**config.mk**
```make
export PLATFORM = sky130hd
export DESIGN_NAME = product_bcd_conv
export DESIGN_NICKNAME = d
export VERILOG_FILES = /design/src/rtl/product_bcd_conv.sv
export SDC_FILE = /design/constraint.sdc
export NUM_CORES = 1
export LEC_CHECK = 0
export BUFFER_PORTS_ARGS = -buffer_cell sky130_fd_sc_hd__buf_2
export CORE_AREA = 2 2 146 148
export CTS_CLUSTER_SIZE = 8
export DETAILED_ROUTE_END_ITERATION = 7
export DIE_AREA = 0 0 148 150
export PLACE_DENSITY = 0.83
export SETUP_SLACK_MARGIN = 0.4
export SYNTH_ARGS = -nofsm -noshare
export SYNTH_HDL_FRONTEND = slang
export SYNTH_SLANG_ARGS = --single-unit
```
**constraint.sdc**
```tcl
create_clock -name CLK -period 11.9 [get_ports CLK]
set_input_delay 1.19 -clock CLK [delete_from_list [all_inputs] [get_ports CLK]]
set_output_delay 1.19 -clock CLK [all_outputs]
set_load 0.01 [all_outputs]
```
**src/rtl/product_bcd_conv.sv**
```systemverilog
// product_bcd_conv
//   Converts the signed product from the Booth multiplier into sign + packed BCD
//   magnitude using double-dabble (shift-add-3), one product bit per clock.
//   A rising edge of in_valid seen while not converting starts a conversion.
//   The result is held on out_bcd/out_sign until the next conversion finishes.
//
// Ports
//   CLK        clock, all state on rising edge
//   reset      asynchronous active-high reset
//   in_valid   product valid (level); only its rising edge is acted on
//   in_product signed W-bit product, sampled on the accept edge
//   in_ready   high in IDLE or DONE (a new product may be accepted)
//   out_valid  high while out_bcd/out_sign hold a completed result
//   out_sign   1 = product was negative (never set for a zero product)
//   out_bcd    packed BCD magnitude, digit 0 (units) in bits [3:0]
//   busy       high while converting
module product_bcd_conv #(
    parameter int unsigned W      = 64,
    parameter int unsigned DIGITS = 20
) (
    input  logic                  CLK,
    input  logic                  reset,
    input  logic                  in_valid,
    input  logic [W-1:0]          in_product,
    output logic                  in_ready,
    output logic                  out_valid,
    output logic                  out_sign,
    output logic [4*DIGITS-1:0]   out_bcd,
    output logic                  busy
);

    localparam int unsigned BcdW = 4 * DIGITS;
    localparam int unsigned CntW = (W > 1) ? $clog2(W) : 1;
    localparam logic [CntW-1:0] LastCnt = CntW'(W - 1);

    typedef enum logic [1:0] {
        StIdle,
        StShift,
        StDone
    } state_e;

    state_e            state_q, state_d;
    logic              prev_valid_q;
    logic [CntW-1:0]   cnt_q, cnt_d;
    logic [W-1:0]      mag_q, mag_d;
    logic [BcdW-1:0]   bcd_q, bcd_d;
    logic              sign_q, sign_d;
    logic              out_valid_q, out_valid_d;
    logic              out_sign_q, out_sign_d;
    logic [BcdW-1:0]   out_bcd_q, out_bcd_d;

    logic              accept;
    logic [BcdW-1:0]   bcd_adj;
    logic [BcdW-1:0]   bcd_sh;
    logic [W-1:0]      mag_sh;

    assign in_ready  = (state_q != StShift);
    assign busy      = (state_q == StShift);
    assign out_valid = out_valid_q;
    assign out_sign  = out_sign_q;
    assign out_bcd   = out_bcd_q;

    // Rising edge of in_valid only; a held level starts exactly one conversion.
    assign accept = in_ready & in_valid & ~prev_valid_q;

    // Add-3 correction on every digit that would overflow past 9 when doubled.
    always_comb begin
        bcd_adj = bcd_q;
        for (int i = 0; i < int'(DIGITS); i++) begin
            if (bcd_q[4*i +: 4] >= 4'd5) begin
                bcd_adj[4*i +: 4] = bcd_q[4*i +: 4] + 4'd3;
            end
        end
    end

    // The top BCD bit cannot be set given 10^DIGITS > 2^W, so it is dropped.
    assign {bcd_sh, mag_sh} = {bcd_adj[BcdW-2:0], mag_q, 1'b0};

    always_comb begin
        state_d     = state_q;
        cnt_d       = cnt_q;
        mag_d       = mag_q;
        bcd_d       = bcd_q;
        sign_d      = sign_q;
        out_valid_d = out_valid_q;
        out_sign_d  = out_sign_q;
        out_bcd_d   = out_bcd_q;

        case (state_q)
            StIdle, StDone: begin
                if (accept) begin
                    state_d     = StShift;
                    sign_d      = in_product[W-1];
                    // Most negative value negates to 2^(W-1), still valid unsigned.
                    mag_d       = in_product[W-1] ? (~in_product + W'(1)) : in_product;
                    bcd_d       = '0;
                    cnt_d       = '0;
                    out_valid_d = 1'b0;
                end
            end
            StShift: begin
                bcd_d = bcd_sh;
                mag_d = mag_sh;
                cnt_d = cnt_q + CntW'(1);
                if (cnt_q == LastCnt) begin
                    state_d     = StDone;
                    out_bcd_d   = bcd_sh;
                    out_sign_d  = sign_q & (|bcd_sh);
                    out_valid_d = 1'b1;
                end
            end
            default: begin
                state_d = StIdle;
            end
        endcase
    end

    always_ff @(posedge CLK or posedge reset) begin
        if (reset) begin
            state_q      <= StIdle;
            prev_valid_q <= 1'b0;
            cnt_q        <= '0;
            mag_q        <= '0;
            bcd_q        <= '0;
            sign_q       <= 1'b0;
            out_valid_q  <= 1'b0;
            out_sign_q   <= 1'b0;
            out_bcd_q    <= '0;
        end else begin
            state_q      <= state_d;
            prev_valid_q <= in_valid;
            cnt_q        <= cnt_d;
            mag_q        <= mag_d;
            bcd_q        <= bcd_d;
            sign_q       <= sign_d;
            out_valid_q  <= out_valid_d;
            out_sign_q   <= out_sign_d;
            out_bcd_q    <= out_bcd_d;
        end
    end

endmodule

```
==> results.md, run 1 <==
- Post-synth EDFFs: 0
- Initial Util: 61.0%
- HP Class: reg -> reg
- Element type at the critical path start: register
- Total Routed Length: 31.4 mm
- Io pins: 151
- Remaining DRCs: 0
- Unique masters post-synth: 51
- Die width: 148 um
- All-Layer GR Usage: 28.3%
- Post-synth top area cell: dfrtp_1
- Final Total Pwr: 0.00382 W
- Clock slew at reported path FFs: 0.05 ns
- DR vias: 11000
- Final Hold Vio Count: 0
- Max FO, Critical Path: 80
- Fin Setup TNS: 0 ns
- Synth Register Bits: 236
- Slew HR: 29.4%
- Num CTS Buffers: 35
- RSZ-0062 raised after global routing: no
- DRT Pass-1 Iters: 7
- First-pass GRT wire length: 51.1 mm
- Vias in the first global route: 10400
- Async set or reset register ratio after synthesis: 100%
- Status: completed
- Ys Warns: 0
- Post-Place Setup Slack: 7.89 ns
- Share of cells above drive strength 1: 16.2%
- Pwr per Cell Area: 266 nW/um^2
- Avg Cell Area, Syn: 9.32 sq um
- Max_cap viols: 0
- CTS tree: built
- CTS Hold Bufs: 0
- FP Rows: 53
- H-tree levels: 2
- Most frequent cells in the layout: dfrtp_1 (236), o21ai_0 (198), buf_2 (150)
- Clock sink count: 236
- Final setup margin: 8.17 ns
- Top layer in use: met4
- Syn Nets: 1463
- Met2 wire length: 14.9 mm
- Mapped Cells: 1354
- Critical path class: reg -> out
- Post-route non-filler standard cell count: 1748
- Register area share after synthesis: 46.8%
- Die ar.: 22200 sq um
- Dpl cells: 1710
- Routability Congestion: 0.857
- Final net count: 1581
- Fmax achieved: 0.268 GHz
- Top_reg_cell synth: dfrtp_1
- Setup bufs post-CTS: 0
- Post-DP HPWL: 21.2 mm
- Pin count of the biggest net entering global routing: 95
- Worst setup EP type: primary output
- VDD IR max: 0.160 mV
- Area Overhead vs Synth: 14.1%
- Worst endpoint data arrival time: 2.54 ns
- Mapped Area: 12600 sq um
- Root Driver: clkbuf_16
- Final min period: 3.73 ns
- Synth area leaders: dfrtp_1 (47%), o21ai_0 (7.9%), a21oi_1 (5.4%)
- Post-cts sizing count: 0
- Fin. max-slew vios: 0
- Congestion Overflow GR: 0
- Initial antenna violation count: 1
- Clock latency on the worst-skew pair: 0.50 ns
- DR WL/cell: 18.0 um
- Port bufs: 150
- Share of the synthesized area in the top cell type: 46.8%
- Worst-Margin Slew: 1.06 ns
- Period utilization: 31.3%
- Final Setup Violations: 0
- Length of routed met3 wiring: 2.45 mm
- Commonest non-fill, non-tap cell in the layout: dfrtp_1
- Worst path required time: 10.71 ns
- Chip height: 150 um
- Core footprint: 20700 sq um
- DR iter-0 viols: 842
- Vias per cell: 6.27
- Antenna-violating nets left: 0
- Wl on met1: 12.9 mm
- CTS max path bufs: 3
- Leak pwr: 6.41 nW
- Worst clock skew: 0.0251 ns
## cell type report
cell class / count / area, sq um
inverters: 47 / 184
multi-input cells: 993 / 6220
flip-flops and latches: 236 / 5910
repair buffers: 159 / 818
clock buffers: 35 / 876
clock inverters: 2 / 38.8
diodes: 1 / 2.50
well taps: 275 / 344
fillers: 1592 / 6300
## per-stage QoR
stage / utilization (%) / instance area (sq um) / hold WS [ns]
5_1_grt: 69.6 / 14400 / 0.499
2_1_floorplan: - / 12600 / 0.446
3_3_place_gp: 65.1 / 13500 / 0.455
4_1_cts: 69.6 / 14400 / 0.476
3_5_place_dp: 65.1 / 13500 / 0.466
6_report: 69.6 / 14400 / 0.467
## synthesized netlist by cell type, types with 3 or more instances
cell / n
nor2_1: 78
and2_1: 5
a32o_1: 20
ha_1: 42
nor3_1: 25
nor3b_1: 39
nand3_1: 74
o21ai_0: 198
a22oi_1: 32
xor2_1: 33
a211oi_1: 3
dfrtp_1: 236
nor2b_1: 4
and3_1: 6
nand4_1: 16
mux2_2: 16
nand2b_1: 23
mux2i_1: 20
nand2_1: 75
or2_2: 12
or4_1: 7
clkbuf_1: 64
inv_1: 46
buf_1: 7
nor4_1: 12
or3_1: 9
xnor2_1: 22
a22o_1: 25
a31oi_1: 6
o31ai_1: 33
a21oi_1: 135
buf_6: 4
or3_2: 3
## report_power, final
group,internal [W],switching [W]
clock,0.000537,0.000330
combinational,0.000626,0.000965
sequential,0.00111,0.000249
total,0.00228,0.00154
## state kept, by name, summed over array words and instances, names as in the netlist
register and cells:
mag_q 64, cnt_q 6, out_sign 1, out_bcd 80, out_valid 1, bcd_q 80, sign_q 1, prev_valid_q 1
state_q 2
## logic make-up (layout without fill, tap and decap cells)
| family | Yosys count | in the layout | share of synthesized area (%) |
|---|---|---|---|
| other | 0 | 1 | 0 |
| adder cells (fa/ha/maj) | 42 | 42 | 4.17 |
| flip-flops | 236 | 236 | 46.8 |
| AO/OA/AOI/OAI | 461 | 461 | 21.6 |
| XOR/XNOR | 55 | 55 | 3.82 |
| multiplexers | 36 | 36 | 3.02 |
| AND/OR/NAND/NOR | 399 | 399 | 16.5 |
| buffers and inverters | 125 | 243 | 4.04 |
## worst paths after layout
check | from | end | slack (ns) | cells after the start
worst max-delay path | state_q[0] | in_ready | 8.17 | 3
worst min-delay path | out_bcd[41] | out_bcd[41] | 0.47 | 2
worst max register to register | state_q[1] | out_bcd[78] | 8.49 | 7
worst min register to register | out_bcd[41] | out_bcd[41] | 0.47 | 2
max in group asynchronous | reset | out_bcd[22] | 9.65 | 3
min in group asynchronous | reset | out_bcd[62] | 0.81 | 2
## layer usage
metal  track usage, %  vias to the layer above
li1                 -                     5163
met1             37.2                     5219
met2             47.0                      475
met3             5.03                       96
met4             10.8                        0
met5                0                        -
## critical path, stage by stage, from the launching register on
cell and delay [ns]:
dfrtp_1 0.43, nand2b_4 0.57, buf_4 0.73, buf_2 0.26
Power figures use the tool's default switching activity.
==> run 2, diff against run 1 <==
Settings changed: ABC_AREA set to 1, CORE_AREA 2 2 146 148 to 2 2 154 156, DIE_AREA 0 0 148 150 to 0 0 156 158, PLACE_DENSITY 0.83 to 0.81.
Clock period 11.9 ns to 3.66 ns, I/O delays scaled along.
==> run 2 against run 1 <==
  * Synthesized area up 7.8%
  * Setup slack got worse by 7.4 ns
  * Sequential power rose to 2.9 times the previous value
  * First-iteration DRC count up 19%
  * Combinational power grew to 3.3 times the previous value
  * Non-clock buffer count rose by 2
  * Synthesized cell count increased by 36%
  * Critical path type unchanged
  * Largest power group unchanged
==> results.md, run 2 <==
- Reg area: 5910 sq um
- H-tree levels: 2
- RSZ-0062 raised after global routing: no
- Leak pwr: 8.10 nW
- Fin. max-slew vios: 0
- Wl on met1: 15.1 mm
- Final setup margin: 0.804 ns
- Clock latency on the worst-skew pair: 0.50 ns
- Fin Setup TNS: 0 ns
- Register share of total power: 32.9%
- Num CTS Buffers: 35
- Unique masters post-synth: 43
- Most frequent cells after synthesis: nand2_1 (492), inv_1 (279), dfrtp_1 (236)
- Pwr per Cell Area: 783 nW/um^2
- Comb power frac: 43.2%
- Root Driver: clkbuf_16
- Syn Nets: 1952
- Mapped Cells: 1843
- DRT Pass-1 Iters: 5
- HP Class: in -> reg
- Max FO, Critical Path: 80
- Dpl cells: 2229
- Pint: 0.00712 W
- Synth area leaders: dfrtp_1 (43%), nand2_1 (14%), inv_1 (7.7%)
- Fillers: 1909
- Post-synth top area cell: dfrtp_1
- Die ar.: 24600 sq um
- Worst path required time: 3.29 ns
- Max stage delay cell, worst path: buf_4
- Post-synth EDFFs: 0
- Length of routed met3 wiring: 2.36 mm
- Final Hold Vio Count: 0
- DR WL/cell: 15.3 um
- Share of the synthesized area in the top cell type: 43.4%
- Clock slew at reported path FFs: 0.05 ns
- All-Layer GR Usage: 28.4%
- Chip height: 158 um
- Avg Cell Area, Syn: 7.38 sq um
- Clock sink count: 236
- Async set or reset register ratio after synthesis: 100%
- Critical path class: reg -> out
- Most frequent cells in the layout: nand2_1 (492), inv_1 (278), dfrtp_1 (236)
- Congestion Overflow GR: 0
- Final Total Pwr: 0.0122 W
- Area Overhead vs Synth: 14.1%
- DR vias: 12900
- Core footprint: 23100 sq um
- Period utilization: 78.0%
- Final net count: 2087
- Remaining DRCs: 0
- Top layer in use: met4
- Worst clock skew: 0.0122 ns
- Slew HR: 38.6%
- Max_cap viols: 0
- Final Setup Violations: 0
- Area of the multi-input gates: 6340 sq um
- Post-route non-filler standard cell count: 2269
- Worst endpoint data arrival time: 2.49 ns
- Share of cells above drive strength 1: 11.5%
- Ys Warns: 0
- Fmax achieved: 0.350 GHz
- Worst setup EP type: primary output
- Vias in the first global route: 12100
- Max stage delay on crit path: 0.80 ns
- Worst-Margin Slew: 0.921 ns
- VDD IR max: 0.337 mV
- Clock power share: 23.9%
- Element type at the critical path start: register
- Sw Pwr: 0.00504 W
- Antenna-violating nets left: 0
- Mapped Area: 13600 sq um
- DR iter-0 viols: 1004
- Initial Util: 59.0%
- Io pins: 151
- Sw Share: 41.4%
- Post-DP HPWL: 24.2 mm
- Register area share after synthesis: 43.4%
- Synth Register Bits: 236
- Port bufs: 150
- Finished Core Util: 67.4%
- Total Routed Length: 34.8 mm
- CTS tree: built
- Antenna Cells: 0
- Post-Place Setup Slack: 1.11 ns
- Vias per cell: 5.67
- Met2 wire length: 16.4 mm
- Status: completed
- Routability Congestion: 0.955
- Initial antenna violation count: 0
- Final min period: 2.86 ns
- Worst path cell trace: inv_2 -> nor2_4 -> inv_4 -> buf_4 -> buf_2
- Top_reg_cell synth: dfrtp_1
- CTS max path bufs: 3
- FP Rows: 56
- Die width: 156 um
- Setup bufs post-CTS: 0
- Count leader, synth: nand2_1
- First-pass GRT wire length: 57.3 mm
- Pin count of the biggest net entering global routing: 101
- Commonest non-fill, non-tap cell in the layout: nand2_1
[run 2: final cells by class]
type | instances | area share, %
multi-input combinational | 1260 | 40.8
sequential | 236 | 38.0
inverter | 284 | 6.92
clock buffer | 37 | 5.96
timing repair buffer | 161 | 5.72
tap | 290 | 2.34
clock inverter | 1 | 0.193
[run 2: timing repair]
item	in CTS	in global routing
hold buffers	2	0
gates resized for setup	0	0
endpoints found under the hold margin	27	0
endpoints found under the setup margin	0	0
[run 2: stage by stage]
| stage | hold WS [ns] | area [sq um] |
|---|---|---|
| floorplan | 0.397 | 13600 |
| global placement | 0.460 | 14600 |
| detailed placement | 0.464 | 14600 |
| CTS | 0.176 | 15500 |
| global route | 0.186 | 15500 |
| finish | 0.193 | 15500 |
[run 2: power groups by stage]
stage	Sequential [W]	Clock, W	Combinational, W
after global placement	0.00397	0	0.00493
after detailed placement	0.00399	0	0.00516
after CTS	0.00399	0.00294	0.00522
after floorplan	0.00391	0	0.00397
final	0.00400	0.00291	0.00525
after global routing	0.00409	0.00306	0.00603
[run 2: final timing paths]
| path | from | cells past startpoint | end | slack, ns |
|---|---|---|---|---|
| max in group asynchronous | reset | 4 | mag_q[62] | 2.26 |
| min in group asynchronous | reset | 3 | mag_q[8] | 0.52 |
| setup reg to reg | state_q[0] | 10 | mag_q[62] | 1.09 |
| setup / recovery | state_q[0] | 5 | in_ready | 0.80 |
| hold reg to reg | out_bcd[37] | 2 | out_bcd[37] | 0.47 |
| hold / removal | in_product[51] | 4 | mag_q[51] | 0.19 |
[run 2: kinds of logic (layout without fill, tap and decap cells)]
| kind of cell | Yosys count | in the layout | share of synthesized area (%) |
|---|---|---|---|
| simple gates | 868 | 868 | 26.8 |
| buf+inv | 347 | 483 | 10.0 |
| flops | 236 | 236 | 43.4 |
| fa+ha+maj | 42 | 42 | 3.86 |
| compound gates | 326 | 326 | 14.3 |
| xor+xnor | 24 | 24 | 1.55 |
[run 2: critical path: cells and delay by family, from the launching register on]
family,cells,cell delay [ns]
buf+inv,4,1.53
flops,1,0.38
simple gates,1,0.05
[run 2: layer usage]
metal / track usage, % / up-vias
met5: 0 / -
met4: 9.22 / 0
met2: 47.8 / 472
met1: 37.9 / 6085
met3: 4.60 / 76
li1: - / 6240
==> run 3, diff against run 2 <==
Clock period 3.66 ns to 2.84 ns, I/O delays scaled along.
==> run 3 against run 2 <==
  * Routed wire length fell by 1.9%
  * Combinational power rose by 30%
  * Global-route usage fell by 0.61 points
  * Critical endpoint is now mag_q[48]
  * Non-clock buffer count rose by 9
  * Sequential power rose by 28%
  * Critical path depth rose by 3
  * Total power rose by 28%
  * Cell count rose by 0.48%
  * First-iteration DRC count rose by 14%
==> results.md, run 3 (synthesis gave the netlist of run 2 again) <==
- Sw Pwr: 0.00650 W
- RR Startpoint: state_q[0]
- Worst path required time: 3.26 ns
- HP Class: in -> reg
- Reg2reg end: mag_q[48]
- Area Overhead vs Synth: 14.5%
- Core footprint: 23100 sq um
- Pwr per Cell Area: 998 nW/um^2
- Critical path class: reg -> reg
- Pin count of the biggest net entering global routing: 85
- Leak pwr: 8.13 nW
- CTS tree: built
- Commonest non-fill, non-tap cell in the layout: nand2_1
- Share of cells above drive strength 1: 11.9%
- DRT Pass-1 Iters: 6
- RSZ-0062 raised after global routing: no
- Max_cap viols: 0
- Clock slew at reported path FFs: 0.05 ns
- Sw Share: 41.9%
- Worst Setup EP: mag_q[48]
- Clock sink count: 236
- First-pass GRT wire length: 56.1 mm
- Initial Util: 59.0%
- Remaining DRCs: 0
- H-tree levels: 2
- Root Driver: clkbuf_16
- Final min period: 2.23 ns
- Post-Place Setup Slack: 0.456 ns
- DR WL/cell: 14.9 um
- Worst Hold Launch: in_product[55]
- Worst-Margin Slew: 0.861 ns
- FP Rows: 56
- CTS max path bufs: 3
- Routability Congestion: 0.966
- Pint: 0.00903 W
- Clock latency on the worst-skew pair: 0.50 ns
- Worst Reg2Reg Path Length in Cells: 8
- Chip height: 158 um
- Comb power frac: 44.0%
- DR iter-0 viols: 1142
- Worst clock skew: 0.0137 ns
- Slew HR: 42.5%
- Finished Core Util: 67.5%
- Post-DP HPWL: 24.1 mm
- Final net count: 2096
- Vias in the first global route: 12100
- Reg-to-reg slack, setup: 0.61 ns
- Final Setup Violations: 0
- Worst setup EP type: register
- All-Layer GR Usage: 27.8%
- Post-layout instance area: 15600 sq um
- Setup crit start: state_q[0]
- Num CTS Buffers: 35
- DR vias: 12800
- Period utilization: 78.7%
- Vias per cell: 5.61
- Fin. max-slew vios: 0
- Worst endpoint data arrival time: 2.65 ns
- Max FO, Critical Path: 66
- Register share of total power: 33.0%
- Most frequent cells in the layout: nand2_1 (492), inv_1 (278), dfrtp_1 (236)
- VDD IR max: 0.467 mV
- Status: completed
- Port bufs: 150
- Fmax achieved: 0.447 GHz
- Antenna Cells: 0
- Initial antenna violation count: 0
- Clock power share: 23.0%
- Total Routed Length: 34.1 mm
- Final Total Pwr: 0.0155 W
- Die ar.: 24600 sq um
- Element type at the critical path start: register
- Congestion Overflow GR: 0
- Die width: 156 um
- Final Hold Vio Count: 0
- Antenna-violating nets left: 0
- Io pins: 151
- Placed Area: 14600 sq um
- Final setup margin: 0.605 ns
-- run 3: cell types whose count changed in the layout (fill, tap and decap cells not counted) --
cell       delta
buf_12        +1
buf_4         +7
buf_6         +1
bufinv_16     -1
clkbuf_1      +1
clkbuf_16     -2
clkinv_2      +1
inv_4         -1
inv_6         +4
-- run 3: final cells by class --
class	count	area [sq um]
clock buffers	36	880
clock inverters	4	31.3
fillers	1934	7480
inverters	284	1080
multi-input cells	1260	6340
flip-flops and latches	236	5910
well taps	290	363
repair buffers	170	972
-- run 3: through the flow --
| step | std cells | hold WS, ns | setup TNS [ns] |
|---|---|---|---|
| floorplan | 1843 | 0.315 | -126.47 |
| global placement | 2238 | 0.419 | 0 |
| detailed placement | 2238 | 0.425 | 0 |
| CTS | 2280 | 0.0862 | 0 |
| global route | 2280 | 0.116 | 0 |
| finish | 2280 | 0.106 | 0 |
-- run 3: timing repair --
| item | in CTS | in global routing |
|---|---|---|
| endpoints found under the setup margin | 0 | 63 |
| hold buffers | 2 | 0 |
| buffers inserted | 0 | 0 |
| resized for setup | 0 | 2 |
| endpoints found under the hold margin | 25 | 0 |
-- run 3: critical path, stage by stage (launching register included) --
cell and delay (ns):
dfrtp_1 0.38, inv_2 0.10, nor2_4 0.05, inv_4 0.08
buf_6 0.46, nand2_4 0.28, inv_2 0.48, a22o_1 0.22
o21bai_1 0.10
-- run 3: worst min-delay path by stage --
stage          slack [ns]           end  depth (start not counted)
3_3_place_gp         0.42  prev_valid_q                          1
5_1_grt              0.12     mag_q[60]                          4
4_1_cts              0.09     mag_q[55]                          4
2_1_floorplan        0.32  prev_valid_q                          0
3_5_place_dp         0.42  prev_valid_q                          1
6_report             0.11     mag_q[55]                          4
-- run 3: layer usage --
layer / global-route usage (%) / part of all wire (%) / wire length [um] / up-vias
li1: - / - / - / 6282
met1: 36.6 / 43 / 14700 / 5911
met2: 47.6 / 47 / 16100 / 520
met3: 3.89 / 6.9 / 2340 / 71
met4: 9.39 / 2.6 / 884 / 0
met5: 0 / 0 / 0 / -
-- run 3: power by group through the flow --
stage / Sequential (W) / Clock, W / Combinational (W)
floorplan: 0.00504 / 0 / 0.00511
global placement: 0.00511 / 0 / 0.00640
detailed placement: 0.00514 / 0 / 0.00672
CTS: 0.00511 / 0.00364 / 0.00679
global route: 0.00525 / 0.00377 / 0.00781
finish: 0.00513 / 0.00357 / 0.00683
